File: src/rtl/axis_out.sv
// ---------------------------------------------------------------------------
// axis_out -- FIR output stage.
//
// Takes result samples from the FIR dataflow core over a valid/ready pair,
// holds them in a small circular FIFO, and sends them out as an AXI-Stream
// master. It counts samples against the programmed transfer length, raises
// tlast on the final sample, and pulses ap_done once that sample has been
// taken downstream.
//
// Handshake semantics (both sides): a transfer happens on a rising clock edge
// when valid and ready are both high in that cycle. The producer holds valid
// and data stable until that happens. Neither ready here depends
// combinationally on the partner's valid.
//
// Ports:
//   clk          clock, all logic on the rising edge
//   rst          asynchronous, active-high reset
//   ap_start     one-cycle start pulse (ignored outside IDLE)
//   data_length  samples in the transfer, captured on an accepted ap_start
//   fir_data     FIR result sample
//   fir_valid    fir_data is valid
//   fir_ready    block accepts fir_data this cycle
//   sm_tdata     AXI-Stream master data (0 while the FIFO is empty)
//   sm_tvalid    AXI-Stream master valid
//   sm_tlast     final sample of the transfer
//   sm_tready    downstream ready
//   ap_done      one-cycle pulse when the transfer completes
//   out_busy     high whenever the state machine is not IDLE
// ---------------------------------------------------------------------------
module axis_out #(
    parameter int pDATA_WIDTH = 32,
    parameter int pLEN_WIDTH  = 32,
    parameter int FIFO_DEPTH  = 4
) (
    input  logic                   clk,
    input  logic                   rst,
    input  logic                   ap_start,
    input  logic [pLEN_WIDTH-1:0]  data_length,
    input  logic [pDATA_WIDTH-1:0] fir_data,
    input  logic                   fir_valid,
    output logic                   fir_ready,
    output logic [pDATA_WIDTH-1:0] sm_tdata,
    output logic                   sm_tvalid,
    output logic                   sm_tlast,
    input  logic                   sm_tready,
    output logic                   ap_done,
    output logic                   out_busy
);

    localparam int PW = (FIFO_DEPTH > 1) ? $clog2(FIFO_DEPTH) : 1;
    localparam int CW = PW + 1;
    localparam logic [CW-1:0]         DEPTH_C = CW'(FIFO_DEPTH);
    localparam logic [pLEN_WIDTH-1:0] LEN_ONE = pLEN_WIDTH'(1);

    typedef enum logic [1:0] {
        IDLE = 2'd0,
        RUN  = 2'd1,
        DONE = 2'd2
    } state_t;

    state_t                  state;
    logic [pLEN_WIDTH-1:0]   len;
    logic [pLEN_WIDTH-1:0]   in_cnt;
    logic [pLEN_WIDTH-1:0]   out_cnt;

    logic [pDATA_WIDTH-1:0]  mem [FIFO_DEPTH];
    logic [PW-1:0]           wr_ptr;
    logic [PW-1:0]           rd_ptr;
    logic [CW-1:0]           count;

    logic                    push;
    logic                    pop;

    // Ready is decoded from registered state only, so it never forms a
    // combinational path back to fir_valid or sm_tready.
    assign fir_ready = (state == RUN) && (count < DEPTH_C) && (in_cnt < len);
    assign push      = fir_valid && fir_ready;

    assign sm_tvalid = (count != '0);
    assign sm_tdata  = sm_tvalid ? mem[rd_ptr] : '0;
    // count != 0 only inside RUN, where len != 0, so len-1 never wraps here.
    assign sm_tlast  = sm_tvalid && (out_cnt == (len - LEN_ONE));
    assign pop       = sm_tvalid && sm_tready;

    assign ap_done   = (state == DONE);
    assign out_busy  = (state != IDLE);

    // Control state machine, transfer length and sample counters.
    always_ff @(posedge clk or posedge rst) begin
        if (rst) begin
            state   <= IDLE;
            len     <= '0;
            in_cnt  <= '0;
            out_cnt <= '0;
        end else begin
            case (state)
                IDLE: begin
                    if (ap_start) begin
                        len     <= data_length;
                        in_cnt  <= '0;
                        out_cnt <= '0;
                        // A zero-length transfer skips RUN entirely.
                        state   <= (data_length != '0) ? RUN : DONE;
                    end
                end
                RUN: begin
                    if (push) in_cnt  <= in_cnt + LEN_ONE;
                    if (pop)  out_cnt <= out_cnt + LEN_ONE;
                    if (pop && sm_tlast) state <= DONE;
                end
                DONE: begin
                    state <= IDLE;
                end
                default: begin
                    state <= IDLE;
                end
            endcase
        end
    end

    // FIFO pointers and occupancy. Pointers wrap naturally because the depth
    // is a power of two.
    always_ff @(posedge clk or posedge rst) begin
        if (rst) begin
            wr_ptr <= '0;
            rd_ptr <= '0;
            count  <= '0;
        end else begin
            if (push) wr_ptr <= wr_ptr + PW'(1);
            if (pop)  rd_ptr <= rd_ptr + PW'(1);
            case ({push, pop})
                2'b10:   count <= count + CW'(1);
                2'b01:   count <= count - CW'(1);
                default: count <= count;
            endcase
        end
    end

    // Storage needs no reset: an entry is only visible once count covers it.
    always_ff @(posedge clk) begin
        if (push) mem[wr_ptr] <= fir_data;
    end

endmodule

File: config.mk
export PLATFORM = sky130hd
export DESIGN_NAME = axis_out
export DESIGN_NICKNAME = d
export VERILOG_FILES = /design/src/rtl/axis_out.sv
export SDC_FILE = /design/constraint.sdc
export NUM_CORES = 1
export LEC_CHECK = 0
export CORE_ASPECT_RATIO = 0.6
export CORE_UTILIZATION = 55
export DETAILED_ROUTE_END_ITERATION = 8
export PLACE_DENSITY = 0.82
export SLEW_MARGIN = 20
export SYNTH_ARGS = -nofsm -noshare
export SYNTH_HDL_FRONTEND = slang
export SYNTH_SLANG_ARGS = --single-unit
export TNS_END_PERCENT = 5
File: constraint.sdc
create_clock -name clk -period 5.7 [get_ports clk]
set_input_delay 1.14 -clock clk [delete_from_list [all_inputs] [get_ports clk]]
set_output_delay 1.14 -clock clk [all_outputs]
set_load 0.02 [all_outputs]
After elaboration in Yosys (flattened, before gate mapping)

Memories as Yosys holds them, arrays and structs flattened.
Index checks and enable logic that the tools add are counted.
Widths: inputs -> output; s select.

Add/subtract/negate cells: 7
Order comparisons: 2
Eq/ne operators: 9
Reduce and logical (&&, ||, !) cells: 16
Multiplexer cells: 13

Operators with widths:

| kind                  | count |
|---|---|
| $mux 32               | 4 |
| $pmux 32 s2           | 2 |
| $add 32x1->32 const B | 2 |
| $eq 32x32->1          | 1 |
| $lt 32x32->1          | 1 |
| $reduce_bool 32->1    | 1 |
| $sub 32x1->32 const B | 1 |
| $logic_and 1x1->1     | 6 |
| $mux 2                | 3 |
| $ne 2x2->1 const B    | 3 |
| $pmux 3 s2            | 1 |
| $reduce_and 3->1      | 2 |
| $reduce_bool 2->1     | 3 |
| $add 2x1->2 const B   | 2 |
| $eq 2x1->1 const B    | 2 |
| $eq 2x2->1 const B    | 2 |
| $pmux 2 s2            | 1 |
| $reduce_and 2->1      | 2 |
| $add 3x1->3 const B   | 1 |
| $lt 3x3->1 const B    | 1 |
| $reduce_bool 3->1     | 1 |
| $sub 3x1->3 const B   | 1 |
| $logic_not 2->1       | 1 |
| $mux 1                | 2 |
| $ne 2x1->1 const B    | 1 |

Register bits after elaboration: 105
Word-level logic and storage cells: 55
Bits of input ports: 69
Output and inout port bits: 37
Bits in writable memories: 128
Memories: 1

Memories:

| name | words | bits a word | read ports | clocked after Yosys merged registers in | write ports | RTL line | source |
|---|---|---|---|---|---|---|---|
| mem  | 4     | 32          | 1          | 0                                       | 1           | 66       | `logic [pDATA_WIDTH-1:0] mem [FIFO_DEPTH];` |

Logic depth before layout (Yosys ltp)

Depth in word-level cells: 6
Depth in mapped cells: 17
Mapped depth without buffers: 16

Worst setup path before layout

OpenSTA, ideal clock, no wires.

Path kind: register to output
Start point: register len[18]
End point: output sm_tlast
Path slack: 1.829 ns
Buffers on the path: 0
Required time: 4.560 ns
Arrival: 2.731 ns
Stages on the path, launching flop included: 8
Cell sequence: dfrtp_1 > or4_4 > or4_4 > a2111oi_4 > o22ai_1 > nor4_1 > nand4_1 > nor2_1

Longest elaborated chain between the ends: 3

Ends and longest elaborated chain:

| what                   | RTL line | source |
|---|---|---|
| from (decl)            | 62       | `logic [pLEN_WIDTH-1:0] len;` |
| from (signal assigned) | 99       | `len <= data_length;` |
| $sub 32x1->32          | 82       | `assign sm_tlast = sm_tvalid && (out_cnt == (len - LEN_ONE));` |
| $eq 32x32->1           | 82       |  |
| $logic_and 1x1->1      | 82       |  |
| to (decl)              | 44       | `output logic sm_tlast,` |

No other way between the ends.

Final worst setup path

Ends and elaborated chain as after synthesis.

==> impl_metrics.py <==
metrics = {
    "place": {
        "place_ws_ns": 1.09,
        "gpl.final_weighted_congestion": 0.954,
        "number_of_placed_cells_counting_well_taps": 1355,
        "numPortBuffers": 105,
        "hpwlAfterDp_um": 19600,
    },
    "status": {
        "outcome": "finished, final reports clean",
    },
    "worst_setup_path": {
        "worstRegToRegCells": 17,
        "timing_worst_setup_path_type": "reg2out",
        "data_required_time_of_the_worst_path_ns": 4.56,
        "critical_path.startpoint_type": "flop",
        "endpoint_kind": "primary output",
        "crit_path_cell_trace": "or4_4 > or4_4 > a2111oi_4 > o22ai_1 > nor4_1 > nand4_1 > nor2_1 > clkdlybuf4s50_1",
        "cp_data_arrival_time_ns": 4.01,
        "worstSetupEndpoint": "sm_tlast",
        "path_max_fanout": 6,
        "reg_to_reg_setup_timing_slack_ns": 1.73,
        "worst_path_most_repeated_cell": "sky130_fd_sc_hd__or4_4",
        "beginning_of_the_critical_path": "len[18]",
        "slowest_delay_ns": 0.67,
        "r2r-start": "len[2]",
        "critical-path-slowest-cell": "sky130_fd_sc_hd__clkdlybuf4s50_1",
        "rr_endpoint": "count[2]",
    },
    "synthesis": {
        "synth_nets": 1107,
        "synthDominantAreaCellType": "sky130_fd_sc_hd__edfxtp_1",
        "synth-seq-area-share_pct": 55.0,
        "synth_edf_count": 128,
        "post_synth_num_cell_types": 75,
        "ys_dominant_reg_cell": "sky130_fd_sc_hd__edfxtp_1",
        "synth.area.top_cells": "sky130_fd_sc_hd__edfxtp_1, sky130_fd_sc_hd__dfrtp_1, sky130_fd_sc_hd__mux4_2",
        "postSynthCellCount": 998,
        "ys_ff_latch": 233,
        "syn-cell-area_um2": 11800,
        "synth_async_sr_flop_share_pct": 45.1,
        "syn_avg_cell_area_um2": 11.8,
        "synth_warnings": 0,
        "post-synth-top-area-fraction_pct": 32.7,
    },
    "timing": {
        "worstMarginPinSlew_ns": 1.12,
        "timing.final.ws_setup_ns": 0.551,
        "timing.clock.skew_ns": 0.00914,
        "hold_violation_total_from_the_final_report": 0,
        "pins_over_their_slew_limit": 0,
        "finalSetupViolCount": 0,
        "max_freq_ghz": 0.194,
        "worst_slew_margin_rel_pct": 25.6,
        "finalSetupTns_ns": 0,
        "post-route-period-util_pct": 90.3,
        "layout_min_cycle_time_ns": 5.15,
        "rsz0062_at_grt": "no",
    },
    "die": {
        "core_area_um2": 21000,
        "initial_utilization_pct": 56.1,
        "num_rows": 41,
        "floorplan.die.width_um": 191,
        "die-area_um2": 22000,
        "die_h_um": 115,
        "ios": 106,
    },
    "layout": {
        "synthToLayoutAreaGrowth_pct": 17.8,
        "finish.cell_count_without_fillers": 1395,
        "final_layout_size_suffix_gt1_share_pct": 9.41,
        "layout.core_utilization_pct": 66.1,
        "final_antenna_diode_count": 0,
        "final_net_count": 1209,
    },
    "drt": {
        "route.final.wire_length_um": 27800,
        "routed_via_density": 5.96,
        "detail_route.iter0.violations": 671,
        "routed-via-count": 8311,
        "drt_first_pass_iters": 5,
        "postRouteAntennaNets": 0,
        "drc_violation_count_after_routing": 0,
        "wire_per_inst_um": 19.9,
    },
    "power_and_ir_drop": {
        "max-vdd-ir-drop_v": 0.000393,
        "power-per-cell-area_nw_per_um2": 433,
        "power.leakage_nw": 5.27,
    },
    "global_route": {
        "grt_overflow": 0,
        "pin_count_of_the_biggest_net_entering_global_routing": 118,
        "grt_pass1_vias": 7916,
        "grt_pass1_wl_um": 43800,
        "grt_usage_pct": 25.9,
        "grt_antenna_before_repair": 0,
    },
    "hold_path": {
        "min-delay-path-class": "reg2reg",
    },
    "clock_tree": {
        "ctsLongestPathBuffers": 3,
        "numClockSinks": 233,
        "tritoncts": "done",
        "cts_post_setup_buffers_inserted": 0,
        "cts-hold-fix-buffers": 0,
        "cts_max_level": 1,
        "clkTransAtPathRegs_ns": 0.06,
        "clk_latency_ns": 0.50,
        "cts_made_buffers": 22,
        "ctsRootBufferMaster": "sky130_fd_sc_hd__clkbuf_16",
        "cts_repair_resize_count": 0,
    },
    "job": {
        "maxCapViolCount": 0,
    },
}
## critical path: cells and delay by family (launching register included)
kind,cells,cell delay (ns)
flip-flops,1,0.44
AND/OR/NAND/NOR,5,1.93
AO/OA/AOI/OAI,2,0.48
buffers and inverters,1,0.67
## stage by stage
stage	power [mW]	cell area, µm²	hold slack, ns
after global placement	4.45	13100	0.517
after detailed placement	4.50	13100	0.516
after CTS	6.03	13900	0.525
after global routing	6.31	13900	0.536
after floorplan	3.69	11800	0.475
final	6.00	13900	0.531
## layout make-up
type | count | area, µm²
fillers | 1540 | 7120
flip-flops and latches | 233 | 6470
multi-input cells | 673 | 4940
repair buffers | 120 | 1160
clock buffers | 34 | 641
well taps | 279 | 349
inverters | 50 | 190
clock inverters | 6 | 108
## power breakdown
group | switching (mW) | internal (mW)
clock | 0.608 | 0.911
sequential | 0.286 | 2.05
combinational | 1.14 | 1.01
total | 2.04 | 3.97
## cell usage in the layout, fill, tap and decap left out, types with 9 or more instances in the layout
cell type and instances:
sky130_fd_sc_hd__edfxtp_1 128, sky130_fd_sc_hd__clkdlybuf4s50_1 105, sky130_fd_sc_hd__dfrtp_1 104, sky130_fd_sc_hd__nand2_1 89, sky130_fd_sc_hd__o21ai_0 55, sky130_fd_sc_hd__nor2_1 54
sky130_fd_sc_hd__inv_1 48, sky130_fd_sc_hd__ha_1 39, sky130_fd_sc_hd__a21oi_1 38, sky130_fd_sc_hd__xor2_1 36, sky130_fd_sc_hd__and2_1 36, sky130_fd_sc_hd__nand4_1 35
sky130_fd_sc_hd__xnor2_1 33, sky130_fd_sc_hd__mux4_2 32, sky130_fd_sc_hd__clkbuf_16 23, sky130_fd_sc_hd__nor3_1 21, sky130_fd_sc_hd__nand3_1 20, sky130_fd_sc_hd__nor4_1 19
sky130_fd_sc_hd__o31ai_1 16, sky130_fd_sc_hd__and3_1 16, sky130_fd_sc_hd__buf_4 15, sky130_fd_sc_hd__or4_1 14, sky130_fd_sc_hd__or3_1 14, sky130_fd_sc_hd__a21o_1 10
sky130_fd_sc_hd__mux2i_1 9
## registers in the layout (all words and copies together) (netlist names)
register  flops
out_cnt      32
wr_ptr        2
mem         128
rd_ptr        2
count         3
in_cnt       32
state         2
len          32
## logic make-up (layout without fill, tap and decap cells)
family / after synthesis / in the layout / synth area share, %
xor gates and xnor gates: 69 / 69 / 5.14
DFF: 233 / 233 / 55.0
AOI/OAI and AO/OA: 158 / 158 / 8.69
muxes: 42 / 42 / 6.99
buffers and inverters: 92 / 210 / 3.04
adders and majority gates: 40 / 40 / 4.32
and+or+nand+nor: 364 / 364 / 16.8
## cells in the mapped netlist (6+ instances only)
library cell,count
sky130_fd_sc_hd__nor4_1,19
sky130_fd_sc_hd__buf_1,6
sky130_fd_sc_hd__mux4_2,32
sky130_fd_sc_hd__and2_1,36
sky130_fd_sc_hd__nor2_1,54
sky130_fd_sc_hd__or3_1,14
sky130_fd_sc_hd__nand3_1,20
sky130_fd_sc_hd__a21oi_1,38
sky130_fd_sc_hd__xor2_1,36
sky130_fd_sc_hd__inv_1,49
sky130_fd_sc_hd__ha_1,39
sky130_fd_sc_hd__o31ai_1,16
sky130_fd_sc_hd__a21o_1,10
sky130_fd_sc_hd__and3_1,16
sky130_fd_sc_hd__o21ai_0,55
sky130_fd_sc_hd__nor3_1,21
sky130_fd_sc_hd__edfxtp_1,128
sky130_fd_sc_hd__nor2b_1,6
sky130_fd_sc_hd__nand4_1,35
sky130_fd_sc_hd__and4_1,6
sky130_fd_sc_hd__mux2i_1,9
sky130_fd_sc_hd__xnor2_1,33
sky130_fd_sc_hd__clkbuf_1,33
sky130_fd_sc_hd__dfrtp_1,105
sky130_fd_sc_hd__or4_1,14
sky130_fd_sc_hd__nand2_1,89
## layer usage
metal	wire length (µm)	track usage, %
met1	13800	41.6
met5	0	0
met3	1830	4.43
met2	11700	36.7
met4	421	4.69
## how the worst min path moves through the flow
stage | cells past startpoint | slack (ns) | startpoint | end
6_report | 1 | 0.53 | in_cnt[30] | in_cnt[30]
5_1_grt | 1 | 0.54 | in_cnt[30] | in_cnt[30]
4_1_cts | 1 | 0.52 | in_cnt[30] | in_cnt[30]
3_5_place_dp | 1 | 0.52 | in_cnt[30] | in_cnt[30]
3_3_place_gp | 1 | 0.52 | count[0] | count[0]
2_1_floorplan | 1 | 0.48 | in_cnt[30] | in_cnt[30]
No activity file was read; power rests on OpenSTA's default activity.
